$ cat config.mk
export PLATFORM = sky130hd
export DESIGN_NAME = jerky_counter_param
export DESIGN_NICKNAME = d
export VERILOG_FILES = /design/src/rtl/jerky_pkg.sv /design/src/rtl/jerky_step.sv /design/src/rtl/jerky_counter_param.sv
export SDC_FILE = /design/constraint.sdc
export NUM_CORES = 1
export LEC_CHECK = 0
export BUFFER_PORTS_ARGS = -buffer_cell sky130_fd_sc_hd__buf_2
export CORE_UTILIZATION = 34
export DETAILED_ROUTE_END_ITERATION = 12
export HOLD_SLACK_MARGIN = 0.1
export PLACE_DENSITY = 0.57
export SYNTH_ARGS = -nofsm -noshare
export SYNTH_HDL_FRONTEND = slang
export SYNTH_SLANG_ARGS = --single-unit
$ cat constraint.sdc
create_clock -name clock -period 1.85 [get_ports clock]
set_input_delay 0.185 -clock clock [delete_from_list [all_inputs] [get_ports clock]]
set_output_delay 0.185 -clock clock [all_outputs]
set_load 0.03 [all_outputs]
$ cat src/rtl/jerky_pkg.sv
// Shared types and mode encodings for the parametrised jerky counter.
package jerky_pkg;

  localparam logic [1:0] MODE_UP_ENC    = 2'b00;
  localparam logic [1:0] MODE_JERKY_ENC = 2'b01;
  localparam logic [1:0] MODE_DOWN_ENC  = 2'b10;
  localparam logic [1:0] MODE_HOLD_ENC  = 2'b11;

  typedef enum logic [1:0] {
    MODE_UP    = MODE_UP_ENC,
    MODE_JERKY = MODE_JERKY_ENC,
    MODE_DOWN  = MODE_DOWN_ENC,
    MODE_HOLD  = MODE_HOLD_ENC
  } mode_t;

  typedef enum logic {
    PH_FWD  = 1'b0,
    PH_BACK = 1'b1
  } phase_t;

endpackage

$ cat src/rtl/jerky_step.sv
// Combinational step: next count value and wrap flag for the selected mode.
module jerky_step
  import jerky_pkg::*;
#(
  parameter int unsigned WIDTH = 8,
  parameter int unsigned JUMP  = 3,
  parameter int unsigned BACK  = 1
) (
  input  logic [WIDTH-1:0] count,
  input  mode_t            mode,
  input  phase_t           phase,
  output logic [WIDTH-1:0] next_count_c,
  output logic             next_wrap_c
);

  localparam int unsigned XW = WIDTH + 1;

  logic [XW-1:0] ext;

  // One extra bit catches both carry-out and borrow on every step.
  always_comb begin
    ext = {1'b0, count};
    unique case (mode)
      MODE_UP:    ext = {1'b0, count} + XW'(1);
      MODE_DOWN:  ext = {1'b0, count} - XW'(1);
      MODE_JERKY: ext = (phase == PH_FWD) ? ({1'b0, count} + XW'(JUMP))
                                          : ({1'b0, count} - XW'(BACK));
      MODE_HOLD:  ext = {1'b0, count};
      default:    ext = {1'b0, count};
    endcase
    next_count_c = ext[WIDTH-1:0];
    next_wrap_c  = ext[WIDTH];
  end

endmodule

$ cat src/rtl/jerky_counter_param.sv
// Free-running counter with up/jerky/down/hold modes, load, enable,
// a jerky phase indicator and a one-cycle wrap pulse.
module jerky_counter_param
  import jerky_pkg::*;
#(
  parameter int unsigned WIDTH = 8,
  parameter int unsigned JUMP  = 3,
  parameter int unsigned BACK  = 1
) (
  input  logic             clock,
  input  logic             reset,
  input  logic             en,
  input  logic [1:0]       mode,
  input  logic             load,
  input  logic [WIDTH-1:0] load_val,
  output logic [WIDTH-1:0] count,
  output logic             phase,
  output logic             wrap
);

  mode_t            mode_sel;
  phase_t           phase_q;
  phase_t           phase_d;
  logic [WIDTH-1:0] count_d;
  logic             wrap_d;
  logic [WIDTH-1:0] step_count;
  logic             step_wrap;

  assign mode_sel = mode_t'(mode);

  jerky_step #(
    .WIDTH (WIDTH),
    .JUMP  (JUMP),
    .BACK  (BACK)
  ) u_step (
    .count        (count),
    .mode         (mode_sel),
    .phase        (phase_q),
    .next_count_c (step_count),
    .next_wrap_c  (step_wrap)
  );

  // Priority load > enable > idle; leaving jerky mode always rearms a forward step.
  always_comb begin
    count_d = count;
    phase_d = phase_q;
    wrap_d  = 1'b0;
    if (load) begin
      count_d = load_val;
      phase_d = PH_FWD;
    end else begin
      if (mode_sel != MODE_JERKY) begin
        phase_d = PH_FWD;
      end else if (en) begin
        phase_d = (phase_q == PH_FWD) ? PH_BACK : PH_FWD;
      end
      if (en) begin
        count_d = step_count;
        wrap_d  = step_wrap;
      end
    end
  end

  always_ff @(posedge clock or negedge reset) begin
    if (!reset) begin
      count   <= '0;
      phase_q <= PH_FWD;
      wrap    <= 1'b0;
    end else begin
      count   <= count_d;
      phase_q <= phase_d;
      wrap    <= wrap_d;
    end
  end

  assign phase = phase_q;

endmodule
==> impl_summary.log <==
[metrics] run status: finished, violations left
[metrics] violations in the final reports: DRC
[metrics] cell total after placement: 194
[metrics] TritonCTS clock tree: built
[metrics] horizontal die dimension: a little under 60 um
[metrics] data required time of the worst path: 2060 ps
[metrics] antenna viol nets, final: 0
[metrics] Inserted Diodes: 0
[metrics] number of cells produced by synthesis: around 140
[metrics] area of the core: 2853 um^2
[metrics] H-tree levels: 1
[metrics] Slew Limit Headroom: 0.7557
[metrics] multi-input gate area in the final layout: about 730 um^2
[metrics] Hold Slack: 117.4 ps
[metrics] wire length of the first global-routing pass: 5181 um
[metrics] clock-pin slew on the worst setup and hold paths: 80 ps
[metrics] number of fill cells: 287
[metrics] share of synthesized registers carrying an async set or reset: 1.000
[metrics] transition at the pin with the smallest max-transition slack: 363.0 ps
[metrics] initial DRC count: 81
[metrics] element type at the critical path start: flip-flop
[metrics] area of the die: ~3400 um^2
[metrics] clock tree skew after final layout: 1.804 ps
[metrics] Net Count, Synth: 157
[metrics] Worst setup EP type: flip-flop
[metrics] global routing usage summed across all routing layers: 0.1992
[metrics] final setup violating endpoints: 0
[metrics] antenna violations before repair: 0
[metrics] min-delay worst type: input pin to flip-flop
[metrics] placed cell area: 1240 um^2
[metrics] Fmax: 565.2 MHz
[metrics] DRC violation count after routing: 1
[metrics] post-layout min period: 1769 ps
[metrics] combined flip-flop and latch cell area: 254.0 um^2
[metrics] highest fanout seen on the critical path: 7
[metrics] part of the cycle the worst path needs: 0.9565
[metrics] Max IR drop VDD: 0.4063 mV
[metrics] total chip power: 0.9043 mW
[metrics] pin count of the biggest net entering global routing: 20
[metrics] Sinks on Clock Net: 10
[metrics] CTS Buf Count: 3
[metrics] largest buffer count on any clock path: 2
[metrics] last weighted congestion value of the routability-driven placer: 0.8581
[metrics] Clock Latency Late Sink: 270 ps
[metrics] row cnt: 19
[metrics] Post-synth EDFFs: 0
[metrics] via count of the first global-routing pass: between 1k and 1.5k
[metrics] drt via density: 6.126
[metrics] Slew Viols, Final: 0
[metrics] effective utilization at floorplan: 0.3737
[metrics] chip height: 58.00 um
[metrics] area grow syn2layout: 21.36%
[metrics] Cell Area, Synth: 1066 um^2
[metrics] final wirelength: roughly 3100 um
[metrics] portion of the post-synthesis area used by sequential elements: 0.2347
[metrics] non-filler cells in the finished layout: 199
[metrics] I/O pin cnt: 24
[metrics] power per cell area: 698.9 nW/um^2
[metrics] postcts setup bufs: 0
[metrics] most common cell after layout, fill and taps aside: sky130_fd_sc_hd__buf_2
[metrics] data arrival time of the critical path: 1980 ps
[metrics] Hold Fails Final Rpt: 0
[metrics] Max Cap Violations: 0
[metrics] Unique masters post-synth: 48
[metrics] fraction of layout instances using a drive strength above 1: 0.2917
[metrics] placed wire-length estimate: 2327 um
[metrics] PortBufs: 23
[metrics] RSZ-0062 raised after global routing: no
[metrics] nets@finish: 185
[metrics] number of detailed-routing iterations run before antenna repair: 8
[metrics] average size of a mapped cell: 7.560 um^2
[metrics] aggregate negative setup slack: 0 ps
[metrics] leading register cell type out of synthesis: sky130_fd_sc_hd__dfrtp_1
[metrics] classification of the worst setup path: flip-flop to flip-flop
[metrics] total congestion overflow after global routing: 0
[metrics] Yosys warning count: 0
[metrics] leakage power figure: 0.5562 nW
[metrics] number of register bits inferred by synthesis: 10
[metrics] total via count after detailed routing: 1219
[metrics] WL per Instance: roughly 16 um
[metrics] top library cells by usage in the layout, fill and taps aside: sky130_fd_sc_hd__buf_2 (23), sky130_fd_sc_hd__buf_4 (12), sky130_fd_sc_hd__nor2_1 (11)
[metrics] CTS root buffer: sky130_fd_sc_hd__clkbuf_4
[metrics] post-layout instance area: 1294 um^2
-- cells by family (layout without fill, tap and decap cells) --
kind of cell    Yosys count  in the layout  synth area share
flops                    10             10            0.2347
fa+ha+maj                 3              3           0.03286
buf+inv                  18             45           0.08803
compound gates           42             42            0.2547
mux                       1              1           0.02113
simple gates             59             59            0.3028
xor+xnor                  8              8           0.06573
-- layer usage --
layer / track usage / vias up / share of wire
li1: - / 573 / -
met4: 0.06463 / 0 / 0.015
met1: 0.2778 / 586 / 0.47
met2: 0.3136 / 52 / 0.44
met5: 0 / - / 0
met3: 0.03348 / 8 / 0.074
-- Yosys cell counts (2+ instances only) --
master	count	area share
sky130_fd_sc_hd__o22ai_1	6	0.035
sky130_fd_sc_hd__buf_6	2	0.021
sky130_fd_sc_hd__inv_1	5	0.018
sky130_fd_sc_hd__nor2_1	11	0.039
sky130_fd_sc_hd__nand3_1	7	0.033
sky130_fd_sc_hd__xnor2_1	7	0.058
sky130_fd_sc_hd__o21ai_0	8	0.038
sky130_fd_sc_hd__dfrtp_1	10	0.23
sky130_fd_sc_hd__nor3b_1	2	0.014
sky130_fd_sc_hd__and3b_1	3	0.025
sky130_fd_sc_hd__clkbuf_1	4	0.014
sky130_fd_sc_hd__nand2_1	10	0.035
sky130_fd_sc_hd__buf_2	6	0.028
sky130_fd_sc_hd__a21oi_1	10	0.047
sky130_fd_sc_hd__nor4_1	4	0.023
sky130_fd_sc_hd__ha_1	2	0.023
sky130_fd_sc_hd__o32ai_1	2	0.016
sky130_fd_sc_hd__nor3_1	3	0.014
sky130_fd_sc_hd__nand2b_1	8	0.047
sky130_fd_sc_hd__o21ai_1	3	0.014
-- report_power, final --
part           total, mW  internal [mW]  switching, mW
Sequential         0.296          0.246         0.0499
Clock              0.210          0.120         0.0909
Combinational      0.398          0.169          0.229
-- flip-flops by register name, summed over array words and instances (netlist names) --
name / count
phase: 1
wrap: 1
count: 8
-- layout make-up --
cell class	count	area share
inverter	5	0.01451
timing repair buffer	36	0.1663
clock buffer	4	0.02805
sequential	10	0.1963
tap	31	0.02998
multi-input combinational	113	0.5648
-- through the flow --
step                      setup slack [ps]  utilization
final                                80.56       0.4535
after global routing                0.1907       0.4535
after CTS                            73.45       0.4509
after detailed placement             97.67       0.4346
after global placement               96.55       0.4346
after floorplan                     -68.45            -
-- critical path, stage by stage (launching register included) --
cell and delay [ps]:
sky130_fd_sc_hd__dfrtp_2 440, sky130_fd_sc_hd__inv_1 70, sky130_fd_sc_hd__ha_2 250, sky130_fd_sc_hd__mux4_2 510
sky130_fd_sc_hd__a2111o_1 380, sky130_fd_sc_hd__nand2_1 60
-- final timing paths --
path                             start       end  slack [ps]  depth (start not counted)
min in group asynchronous        reset  count[5]         310                          2
setup / recovery              count[0]  count[4]          80                          5
max in group asynchronous        reset  count[1]        1320                          2
hold / removal             load_val[0]  count[0]         120                          3
setup reg to reg              count[0]  count[4]          80                          5
hold reg to reg               count[0]  count[0]         630                          2
-- what timing repair did --
item / in CTS / in global routing
endpoints found under the setup margin: 0 / 1
resized for setup: 0 / 2
hold endpoints to repair: 10 / 0
hold buffers: 1 / 0
Note: power is estimated with default switching activity, not from simulation.
